<file path="config.mk">
export PLATFORM = sky130hd
export DESIGN_NAME = sipo_rx_controller
export DESIGN_NICKNAME = d
export VERILOG_FILES = /design/src/rtl/sipo_rx_controller.sv
export SDC_FILE = /design/constraint.sdc
export NUM_CORES = 1
export LEC_CHECK = 0
export BUFFER_PORTS_ARGS = -buffer_cell sky130_fd_sc_hd__clkbuf_2
export CELL_PAD_IN_SITES_DETAIL_PLACEMENT = 0
export CELL_PAD_IN_SITES_GLOBAL_PLACEMENT = 1
export CORE_UTILIZATION = 33
export DETAILED_ROUTE_END_ITERATION = 7
export PLACE_DENSITY = 0.7
export SLEW_MARGIN = 15
export SYNTH_ARGS = -nofsm -noshare
export SYNTH_HDL_FRONTEND = slang
export SYNTH_SLANG_ARGS = --single-unit
</file>
<file path="constraint.sdc">
create_clock -name clk -period 4.3 [get_ports clk]
set_clock_uncertainty 0.1 [all_clocks]
set_input_delay 0.645 -clock clk [delete_from_list [all_inputs] [get_ports clk]]
set_output_delay 0.645 -clock clk [all_outputs]
set_load 0.01 [all_outputs]
</file>
<file path="src/rtl/sipo_rx_controller.sv">
// Serial receive controller: frames start/data/parity/stop bits from a sampled line
// and delivers each frame through a valid/ready handshake, flagging parity, framing and overrun errors.
module sipo_rx_controller #(
    parameter int DATA_BITS = 8,
    parameter int PARITY_EN = 1
) (
    input  logic                 clk,
    input  logic                 reset,
    input  logic                 bit_tick,
    input  logic                 serial_in,
    input  logic                 rx_ready,
    output logic                 shift,
    output logic [DATA_BITS-1:0] rx_data,
    output logic                 rx_valid,
    output logic                 parity_err,
    output logic                 frame_err,
    output logic                 overrun,
    output logic                 busy
);

    localparam logic [2:0] IDLE   = 3'd0;
    localparam logic [2:0] DATA   = 3'd1;
    localparam logic [2:0] PARITY = 3'd2;
    localparam logic [2:0] STOP   = 3'd3;
    localparam logic [2:0] BREAK  = 3'd4;

    localparam logic [3:0] LAST_BIT = 4'(DATA_BITS - 1);

    logic [2:0]           state_q, state_d;
    logic [3:0]           bit_cnt_q, bit_cnt_d;
    logic [DATA_BITS-1:0] shreg_q, shreg_d;
    logic                 par_fail_q, par_fail_d;
    logic [DATA_BITS-1:0] rx_data_q, rx_data_d;
    logic                 rx_valid_q, rx_valid_d;
    logic                 parity_err_q, parity_err_d;
    logic                 frame_err_q, frame_err_d;
    logic                 overrun_q, overrun_d;

    always_comb begin
        state_d      = state_q;
        bit_cnt_d    = bit_cnt_q;
        shreg_d      = shreg_q;
        par_fail_d   = par_fail_q;
        rx_data_d    = rx_data_q;
        rx_valid_d   = rx_valid_q;
        parity_err_d = 1'b0;
        frame_err_d  = 1'b0;
        overrun_d    = overrun_q;

        // Consumption first; a good stop bit below may re-assert valid at the same edge.
        if (rx_valid_q && rx_ready) begin
            rx_valid_d = 1'b0;
        end

        case (state_q)
            IDLE: begin
                if (bit_tick && !serial_in) begin
                    state_d    = DATA;
                    bit_cnt_d  = '0;
                    par_fail_d = 1'b0;
                end
            end
            DATA: begin
                if (bit_tick) begin
                    shreg_d   = {shreg_q[DATA_BITS-2:0], serial_in};
                    bit_cnt_d = bit_cnt_q + 4'd1;
                    if (bit_cnt_q == LAST_BIT) begin
                        state_d = (PARITY_EN != 0) ? PARITY : STOP;
                    end
                end
            end
            PARITY: begin
                if (bit_tick) begin
                    par_fail_d = (^shreg_q) ^ serial_in;
                    state_d    = STOP;
                end
            end
            STOP: begin
                if (bit_tick) begin
                    if (serial_in) begin
                        parity_err_d = par_fail_q;
                        state_d      = IDLE;
                        if (rx_valid_q && !rx_ready) begin
                            overrun_d = 1'b1;
                        end else begin
                            rx_data_d  = shreg_q;
                            rx_valid_d = 1'b1;
                        end
                    end else begin
                        frame_err_d = 1'b1;
                        state_d     = BREAK;
                    end
                end
            end
            BREAK: begin
                if (bit_tick && serial_in) begin
                    state_d = IDLE;
                end
            end
            default: state_d = IDLE;
        endcase
    end

    always_ff @(posedge clk or posedge reset) begin
        if (reset) begin
            state_q      <= IDLE;
            bit_cnt_q    <= '0;
            shreg_q      <= '0;
            par_fail_q   <= 1'b0;
            rx_data_q    <= '0;
            rx_valid_q   <= 1'b0;
            parity_err_q <= 1'b0;
            frame_err_q  <= 1'b0;
            overrun_q    <= 1'b0;
        end else begin
            state_q      <= state_d;
            bit_cnt_q    <= bit_cnt_d;
            shreg_q      <= shreg_d;
            par_fail_q   <= par_fail_d;
            rx_data_q    <= rx_data_d;
            rx_valid_q   <= rx_valid_d;
            parity_err_q <= parity_err_d;
            frame_err_q  <= frame_err_d;
            overrun_q    <= overrun_d;
        end
    end

    assign shift      = (state_q == DATA) && bit_tick;
    assign busy       = (state_q != IDLE);
    assign rx_data    = rx_data_q;
    assign rx_valid   = rx_valid_q;
    assign parity_err = parity_err_q;
    assign frame_err  = frame_err_q;
    assign overrun    = overrun_q;

endmodule
</file>
[Word level (Yosys, flattened, before mapping)]
Cells that the tools add are included.
Widths: inputs -> output; s select.
Operators by class
  add/sub/neg operators: 1
  eq/ne operators: 11
  multiplexer cells: 25
  bitwise operators: 2
  reductions and logical operators: 18
Operator list (count)
  $mux 3: 7
  $pmux 3 s5: 1
  $mux 1: 13
  $ne 2x2->1 const B: 6
  $mux 4: 2
  $pmux 4 s2: 1
  $reduce_and 4->1: 2
  $reduce_xor 8->1: 1
  $eq 3x2->1 const B: 2
  $reduce_and 3->1: 2
  $reduce_and 6->1: 1
  $logic_and 1x1->1: 5
  $add 4x1->4 const B: 1
  $eq 4x3->1 const B: 1
  $reduce_bool 2->1: 2
  $eq 3x1->1 const B: 1
  $eq 3x3->1 const B: 1
  $logic_not 3->1: 1
  $reduce_bool 3->1: 1
  $logic_not 1->1: 2
  $pmux 1 s2: 1
  $reduce_and 2->1: 1
  $not 1->1: 1
  $xor 1x1->1: 1
Word-level totals
  flip-flop bits (word level): 28
  input port bits: 5
  output and inout bits: 14
  logic and storage cells: 66

[Longest topological paths before layout]
Gate-level depths: netlist of the first run.
  depth after elaboration: 6
  gate-level depth with buffers: 6
  depth with buffers taken out: 6

[Worst setup path after synthesis of the first run]
No wires, ideal clock.
  kind: input -> output
  start: input port bit_tick
  end: output port shift
  arrival: 1.025 ns
  required time: 3.555 ns
  slack: 2.530 ns
  stages: 3
  path buffers: 1
  path through: nand3_1 -> inv_1 -> buf_2
Between the ends
  cells in the longest elaborated chain, start to end: 1
RTL lines
  from (decl): line 9  | input logic bit_tick,
  $logic_and 1x1->1: line 128  | assign shift = (state_q == DATA) && bit_tick;
  to (decl): line 12  | output logic shift,
No other way between the ends.

[Final worst setup path of the first run]
  start: register state_q[1]
  end: output port shift
Between the ends
  cells in the longest elaborated chain, start to end: 2
RTL lines
  from (decl): line 29  | logic [2:0] state_q, state_d;
  from (signal assigned): line 116  | state_q <= state_d;
  $eq 3x1->1: line 128
  $logic_and 1x1->1: line 128
No other way between the ends.

==> impl_metrics.tcl, run 1 <==
set metrics [dict create \
    timing.fmax_mhz 387.2 \
    die_w_um 63.18 \
    die_area_um2 3991 \
    yosysTopAreaCellShare 0.5674 \
    ios 19 \
    fillers 361 \
    status "finished clean" \
    grt_antenna_before_repair 0 \
    post_cts_buffers 0 \
    endpoint_kind "output port" \
    clockBufferDepth 2 \
    dp_hpwl_um 1431 \
    routed_wl_um 1967 \
    ys.warnings.count 0 \
    p_int_w 0.0006281 \
    numCtsBuffers 3 \
    gp_congestion 0.7021 \
    cpMaxStageDelayCell "dfrtp_1" \
    synth-main-ff-cell "dfrtp_1" \
    clock_sinks 28 \
    p_leak_nw 0.7360 \
    start_util 0.3561 \
    grt_pass1_vias 742 \
    hold_buffers 0 \
    layoutNonFillerInstCount 180 \
    worstSetupPathType "reg2out" \
    synth_common_cells "nand2_1 (35), dfrtp_1 (28), mux2_2 (8)" \
    switchingPower_w 0.0003299 \
    post-place-cells 176 \
    clock_latency_ns 0.27 \
    ys_types 29 \
    synth-seq-area-share 0.5674 \
    critPathLaunchType "flop" \
    fin_setup_tns_ns 0 \
    async_flop_share 1.000 \
    setup_violations 0 \
    rows 21 \
    max-slew-margin-rel 0.3522 \
    syn_nets 122 \
    highest_layer "met4" \
    grt_pass1_wl_um 3491 \
    met3WireLength_um 43 \
    p_sw_frac 0.3443 \
    worstMarginPinSlew_ns 0.9657 \
    path_clk_slew_ns 0.09 \
    critPathMaxStageDelay_ns 0.44 \
    sequentialPowerShare 0.459 \
    synth_edf_count 0 \
    drv_slew 0 \
    rsz0062_at_grt "no" \
    cellPowerDensity_nw_per_um2 674.6 \
    p_comb_frac 0.376 \
    grt_use_total 0.1123 \
    grt_overflow_total 0 \
    timing.final.crit_period_ns 2.582 \
    hold_viol 0 \
    drt_iter0_drc 38 \
    num_vias 794 \
    firstDrtPassIters 4 \
    yosysTopAreaCell "dfrtp_1" \
    cts_root_buf "clkbuf_8" \
    vdd_drop_max_v 0.0001980 \
    wl_met2_um 887 \
    fin_nets 141 \
    m1WireLength_um 1003 \
    port_buffers 18 \
    worstPathCellList "nor2_1 -> nand3_1 -> inv_1 -> clkbuf_2" \
    area_growth_pct 14.99 \
    routedWlPerCell_um 10.93 \
    cts_resized 0 \
    ant_nets 0 \
    cp.arrival_ns 1.84 \
    h-tree-depth 1 \
    drive_above_1_share 0.2463 \
    viasPerCell 4.411 \
    die_h_um 63.18 \
    max-cap-violations 0 \
    hold_class "in2async" \
    fin_crit_sh 0.6006 \
    p_clk_frac 0.165 \
    core_um2 3468 \
    cts_tree "built" \
    ys_ff_latch 28 \
    synth_most_common_cell "nand2_1" \
    syn-cell-area_um2 1235 \
    required_ns 3.56 \
    num_antenna_cells 0 \
    grt_start_max_net_pins 29 \
    worstPathMaxFanout 12 \
    avgSynthCellArea_um2 10.65 \
    synthCells 116 \
    synthTopCellsByArea "dfrtp_1 (57%), nand2_1 (11%), mux2_2 (7.3%)" \
    drc 0 \
]
logic make-up (layout without fill, tap and decap cells):
family	count (synthesis)	count (layout)	share of synthesized area
mux	8	8	0.07295
xor+xnor	9	9	0.07497
flops	28	28	0.5674
simple gates	55	55	0.2097
fa+ha+maj	1	1	0.01013
buf+inv	6	24	0.02027
compound gates	9	9	0.04459
cell usage in the layout, fill, tap and decap left out, drive strengths merged, types with 2 or more instances in the layout:
cell type,instances
nand2,36
a21oi,2
nand2b,2
clkbuf,22
nand4,2
nor2,5
xnor2,4
xor2,4
mux2,8
dfrtp,28
nor2b,2
o21ai,3
sequential cells by signal, indices dropped and copies added (netlist names):
signal,flops
rx_data,8
frame_err,1
par_fail_q,1
parity_err,1
state_q,3
overrun,1
bit_cnt_q,4
rx_valid,1
shreg_q,8
power by group through the flow:
stage	clock (W)	combinational (W)	sequential, W
CTS	0.000167	0.000370	0.000441
global route	0.000179	0.000409	0.000457
detailed placement	0	0.000370	0.000446
global placement	0	0.000362	0.000442
floorplan	0	0.000271	0.000444
finish	0.000158	0.000360	0.000440
critical path: cells and delay by family, from the launching register on:
family	cells	cell delay, ns
buffers and inverters	2	0.61
and+or+nand+nor	2	0.51
DFF	1	0.44
cell type report:
cell class                 instances  area [µm²]  area share
multi-input combinational         82       509.2      0.3586
tap                               46       57.56     0.04053
timing repair buffer              18       90.09     0.06344
sequential                        28       700.7      0.4934
inverter                           2       7.507    0.005286
clock buffer                       4       55.05     0.03877
through the flow:
| stage | cell area, µm² | util | power, W | hold WS [ns] | setup slack, ns |
|---|---|---|---|---|---|
| 2_1_floorplan | 1235 | - | 0.0007146 | 0.3534 | 2.530 |
| 3_3_place_gp | 1365 | 0.3936 | 0.0008042 | 0.3597 | 1.848 |
| 3_5_place_dp | 1365 | 0.3936 | 0.0008165 | 0.3655 | 1.808 |
| 4_1_cts | 1420 | 0.4095 | 0.0009776 | 0.3908 | 1.697 |
| 5_1_grt | 1420 | 0.4095 | 0.001045 | 0.4042 | 1.473 |
| 6_report | 1420 | 0.4095 | 0.0009580 | 0.3480 | 1.718 |
per-layer routing:
layer	up-vias	track usage
met5	-	0
met4	0	0.05966
met3	2	0.02174
met2	9	0.1653
met1	367	0.1555
li1	416	-
path summary, 6_finish.rpt:
path | end | startpoint | cells past startpoint | slack, ns
worst max-delay path | shift | state_q[1]$_DFFE_PP0P_ | 4 | 1.72
worst min-delay path | parity_err$_DFF_PP0_ | reset | 2 | 0.35
worst max register to register | bit_cnt_q[3]$_DFFE_PP0P_ | state_q[1]$_DFFE_PP0P_ | 6 | 2.37
worst min register to register | overrun$_DFFE_PP0P_ | overrun$_DFFE_PP0P_ | 1 | 0.38
max in group asynchronous | shreg_q[7]$_DFFE_PP0P_ | reset | 2 | 3.31
min in group clk | overrun$_DFFE_PP0P_ | overrun$_DFFE_PP0P_ | 1 | 0.38
Note: power is estimated with default switching activity, not from simulation.
==> run 2, diff against run 1 <==
==> constraint.sdc (replaced) <==
create_clock -name clk -period 2.7 [get_ports clk]
set_clock_uncertainty 0.1 [all_clocks]
set_input_delay 0.405 -clock clk [delete_from_list [all_inputs] [get_ports clk]]
set_output_delay 0.405 -clock clk [all_outputs]
set_load 0.01 [all_outputs]
==> impl_metrics.tcl, run 2 (same netlist as run 1, synthesis figures left out) <==
set metrics [dict create \
    rsz0062_at_grt "no" \
    fin_crit_sh 0.7953 \
    fin_ws_ns 0.5526 \
    routed_wl_um 1936 \
    cp.arrival_ns 1.64 \
    num_vias 821 \
    gp_congestion 0.7241 \
    timing.fmax_mhz 465.7 \
    core_um2 3468 \
    worstPathCellList "nor2_1 -> nand3_1 -> buf_4 -> inv_1 -> clkbuf_2" \
    r2r-start "state_q[1]$_DFFE_PP0P_" \
    post_cts_buffers 0 \
    use_met1 0.1518 \
    h-tree-depth 1 \
    clock_sinks 28 \
    use_met3 0.01630 \
    fin_nets 143 \
    ios 19 \
    worst-path-stages 5 \
    cp-startpoint "state_q[1]$_DFFE_PP0P_" \
    drive_above_1_share 0.2574 \
    cellPowerDensity_nw_per_um2 1106 \
    max-cap-violations 0 \
    area_growth_pct 17.53 \
    vdd_drop_max_v 0.0003352 \
    met2_usage 0.1694 \
    numCtsBuffers 3 \
    worst-path-buf-inv 3 \
    cts_root_buf "clkbuf_8" \
    hold_class "in2async" \
    viasPerCell 4.511 \
    worst_path_dominant_cell_family "buffers and inverters" \
    grt_antenna_before_repair 0 \
    cpMaxStageDelayCell "dfrtp_1" \
    grt_start_max_net_pins 29 \
    grt_use_total 0.1134 \
    place_ws_ns 0.8397 \
    critPathMaxStageDelay_ns 0.44 \
    routedWlPerCell_um 10.64 \
    layout_common_cells "nand2_1 (35), dfrtp_1 (28), clkbuf_2 (18)" \
    setup_violations 0 \
    grt_pass1_wl_um 3505 \
    hold_viol 0 \
    reg2regPathDepth 7 \
    timing.rr.end "bit_cnt_q[3]$_DFFE_PP0P_" \
    drc 0 \
    timing.final.crit_period_ns 2.147 \
    worstSetupPathType "reg2out" \
    ant_nets 0 \
    port_buffers 18 \
    die_area_um2 3991 \
    path_clk_slew_ns 0.09 \
    crit_end "shift" \
    cts_resized 0 \
    worstMarginPinSlew_ns 0.3437 \
    endpoint_kind "output port" \
    p_leak_nw 0.7560 \
    start_util 0.3561 \
    max-slew-margin-rel 0.7708 \
    critPathLaunchType "flop" \
    drt_iter0_drc 20 \
    grt_overflow_total 0 \
    worstPathMaxFanout 12 \
    clock_latency_ns 0.27 \
    drv_slew 0 \
    layout.cells.most_common "nand2_1" \
    cts_tree "built" \
    die_w_um 63.18 \
    status "finished clean" \
    die_h_um 63.18 \
    required_ns 2.19 \
    rows 21 \
    firstDrtPassIters 5 \
    grt.busiest_layer "met2" \
    dp_hpwl_um 1408 \
    num_antenna_cells 0 \
    grt_pass1_vias 767 \
    clockBufferDepth 2 \
    hold_buffers 0 \
    fin_setup_tns_ns 0 \
    r2r_setup_slack_ns 0.96 \
]
-- run 2: stage by stage --
| step | hold slack (ns) | util | total power, W | instance area (µm²) | cells |
|---|---|---|---|---|---|
| 5_1_grt | 0.09241 | 0.4185 | 0.001739 | 1451 | 182 |
| 4_1_cts | 0.07106 | 0.4185 | 0.001635 | 1451 | 182 |
| 6_report | 0.05749 | 0.4185 | 0.001605 | 1451 | 182 |
| 3_5_place_dp | 0.3655 | 0.3979 | 0.001304 | 1380 | 178 |
| 3_3_place_gp | 0.3600 | 0.3979 | 0.001291 | 1380 | 178 |
| 2_1_floorplan | 0.3534 | - | 0.001138 | 1235 | 116 |
-- run 2: worst min path at each step --
stage	start	cells past startpoint	end
global placement	overrun$_DFFE_PP0P_	1	overrun$_DFFE_PP0P_
finish	reset	3	parity_err$_DFF_PP0_
CTS	reset	3	parity_err$_DFF_PP0_
detailed placement	reset	3	parity_err$_DFF_PP0_
global route	reset	3	rx_data[1]$_DFFE_PP0P_
floorplan	par_fail_q$_DFFE_PP0P_	1	parity_err$_DFF_PP0_
-- run 2: where the power goes --
group	switching, W	internal (W)
registers	0.000126	0.000573
clock network	0.000127	0.000198
logic	0.000275	0.000305
-- run 2: layer usage --
| metal | up-vias | wire length (µm) |
|---|---|---|
| met5 | - | 0 |
| met4 | 0 | 55 |
| met3 | 4 | 48 |
| met2 | 13 | 840 |
| met1 | 387 | 991 |
| li1 | 417 | - |
-- run 2: final cells by class --
cell class	instances	area [µm²]
fill	366	2017
clock buffer	3	41.29
tap	46	57.56
multi-input combinational	82	509.2
inverter	2	7.507
timing repair buffer	20	105.1
sequential	28	700.7
clock inverter	1	30.03
-- run 2: worst reg2reg max path, cell delays in order (launching register included) --
cell,delay [ns]
dfrtp_1,0.44
nor2_1,0.18
nand3_1,0.10
buf_4,0.19
inv_1,0.27
nand4_1,0.16
xor2_1,0.15
nor2_1,0.05
==> run 3, diff against run 2 <==
--- a/config.mk
+++ b/config.mk
@@ -5,12 +5,13 @@
 export SDC_FILE = /design/constraint.sdc
 export NUM_CORES = 1
 export LEC_CHECK = 0
+export ABC_AREA = 1
 export BUFFER_PORTS_ARGS = -buffer_cell sky130_fd_sc_hd__clkbuf_2
 export CELL_PAD_IN_SITES_DETAIL_PLACEMENT = 0
 export CELL_PAD_IN_SITES_GLOBAL_PLACEMENT = 1
 export CORE_UTILIZATION = 33
 export DETAILED_ROUTE_END_ITERATION = 7
-export PLACE_DENSITY = 0.7
+export PLACE_DENSITY = 0.74
 export SLEW_MARGIN = 15
 export SYNTH_ARGS = -nofsm -noshare
 export SYNTH_HDL_FRONTEND = slang
==> constraint.sdc (replaced) <==
create_clock -name clk -period 1.96 [get_ports clk]
set_clock_uncertainty 0.1 [all_clocks]
set_input_delay 0.294 -clock clk [delete_from_list [all_inputs] [get_ports clk]]
set_output_delay 0.294 -clock clk [all_outputs]
set_load 0.01 [all_outputs]
==> impl_metrics.tcl, run 3 <==
set metrics [dict create \
    status "finished clean" \
    ant_nets 0 \
    cts_root_buf "clkbuf_8" \
    fillers 434 \
    vdd_drop_max_v 0.0009795 \
    rows 23 \
    layout.cells.most_common "nand2_1" \
    seq_area_um2 700.7 \
    cp.arrival_ns 1.42 \
    h-tree-depth 1 \
    synth_common_cells "nand2_1 (56), dfrtp_1 (28), inv_1 (21)" \
    grt_use_total 0.1314 \
    die_area_um2 4488 \
    avgSynthCellArea_um2 8.199 \
    num_vias 1086 \
    worstSetupPathType "reg2out" \
    viasPerCell 4.488 \
    worst_path_dominant_cell_family "simple AND/OR/NAND/NOR gates" \
    multiInputGateArea_um2 561.8 \
    worst-path-buf-inv 3 \
    num_antenna_cells 0 \
    synth-main-ff-cell "dfrtp_1" \
    worstPathCellList "nor2_1 -> nand2_1 -> inv_2 -> nand2_2 -> inv_2 -> clkbuf_2" \
    drv_slew 0 \
    drc 0 \
    ys_ff_latch 28 \
    fin_nets 199 \
    p_leak_nw 0.8276 \
    yosysTopAreaCellShare 0.5027 \
    cpMostUsedCell "inv_2" \
    post_cts_buffers 0 \
    yosysTopAreaCell "dfrtp_1" \
    drt_iter0_drc 57 \
    post-place-cells 237 \
    synth-seq-area-share 0.5027 \
    ys.warnings.count 0 \
    dp_hpwl_um 1846 \
    cts_tree "built" \
    hold_start "bit_tick" \
    area_growth_pct 14.27 \
    rsz0062_at_grt "no" \
    drive_above_1_share 0.2344 \
    worstPathMaxFanout 5 \
    timing.fmax_mhz 551.2 \
    ys_types 23 \
    grt_pass1_vias 1001 \
    ios 19 \
    worstMarginPinSlew_ns 0.3585 \
    grt_antenna_before_repair 0 \
    grt_start_max_net_pins 29 \
    syn-cell-area_um2 1394 \
    hold_viol 0 \
    grt_pass1_wl_um 4367 \
    fin_setup_tns_ns 0 \
    die_w_um 66.99 \
    critPathLaunchType "flop" \
    synthCells 170 \
    max-cap-violations 0 \
    required_ns 1.57 \
    synth_most_common_cell "nand2_1" \
    path_clk_slew_ns 0.09 \
    core_um2 4029 \
    r2r-start "state_q[1]$_DFFE_PP0P_" \
    start_util 0.3460 \
    clock_latency_ns 0.27 \
    critPathMaxStageDelay_ns 0.43 \
    max-slew-margin-rel 0.7610 \
    cellPowerDensity_nw_per_um2 1452 \
    layout_common_cells "nand2_1 (56), dfrtp_1 (28), inv_1 (21)" \
    hold_buffers 1 \
    gp_congestion 0.7752 \
    numCtsBuffers 3 \
    clock_sinks 28 \
    routed_wl_um 2496 \
    timing.final.crit_period_ns 1.814 \
    fin_area_um2 1593 \
    synth_edf_count 0 \
    clockBufferDepth 2 \
    cpMaxStageDelayCell "dfrtp_1" \
    hold_class "in2reg" \
    place_area_um2 1528 \
    port_buffers 18 \
    cp-startpoint "state_q[1]$_DFFE_PP0P_" \
    layoutNonFillerInstCount 242 \
    endpoint_kind "output port" \
    synthTopCellsByArea "dfrtp_1 (50%), nand2_1 (15%), inv_1 (5.7%)" \
    die_h_um 66.99 \
    setup_violations 0 \
    syn_nets 176 \
    firstDrtPassIters 4 \
    routedWlPerCell_um 10.31 \
    fin_crit_sh 0.9256 \
    cts_resized 0 \
    grt_overflow_total 0 \
    async_flop_share 1.000 \
]
==> run 3: logic make-up after synthesis <==
group,after synthesis,synth area share
compound gates,28,0.1338
simple gates,84,0.2603
flops,28,0.5027
buf+inv,29,0.09426
fa+ha+maj,1,0.008975
==> run 3: stage by stage <==
step	util	worst slack [ns]	hold slack (ns)	total power, W
floorplan	-	0.5221	0.2594	0.001733
global placement	0.3792	0.4294	0.2664	0.001987
detailed placement	0.3792	0.3759	0.2694	0.001981
CTS	0.3953	0.1712	0.2316	0.002351
global route	0.3953	0.04298	0.2520	0.002572
finish	0.3953	0.1457	0.2363	0.002313
==> run 3: layout make-up <==
| class | instances | area share |
|---|---|---|
| timing repair buffer | 21 | 0.07227 |
| clock buffer | 4 | 0.03456 |
| tap | 50 | 0.03928 |
| multi-input combinational | 113 | 0.3527 |
| sequential | 28 | 0.4399 |
| inverter | 26 | 0.06127 |
==> run 3: metal layers <==
layer,vias up,GRT usage,share of wire
met5,-,0,0
met1,488,0.1604,0.48
met3,2,0.04110,0.036
met2,16,0.2222,0.47
met4,0,0.03191,0.0096
li1,580,-,-
==> run 3: where the power goes <==
part	switching [W]	total, W	internal (W)
combinational	0.000644	0.00102	0.000373
sequential	0.000163	0.000942	0.000779
clock	0.000174	0.000353	0.000180
==> run 3: path summary, 6_finish.rpt <==
kind / cells past startpoint / end / slack [ns]
max: 6 / shift / 0.15
max in group asynchronous: 4 / shreg_q[6]$_DFFE_PP0P_ / 0.99
min reg2reg: 1 / bit_cnt_q[2]$_DFFE_PP0P_ / 0.38
max reg2reg: 8 / bit_cnt_q[3]$_DFFE_PP0P_ / 0.33
min: 3 / bit_cnt_q[1]$_DFFE_PP0P_ / 0.24
min in group asynchronous: 4 / rx_valid$_DFF_PP0_ / 0.51
==> run 3: worst register-to-register path, cell delays in order, from the launching register on <==
cell     delay, ns
dfrtp_1       0.43
nor2_1        0.26
nand2_1       0.13
inv_2         0.08
nand2_2       0.07
buf_4         0.20
nor2_2        0.10
o21ai_0       0.07
a21oi_1       0.12
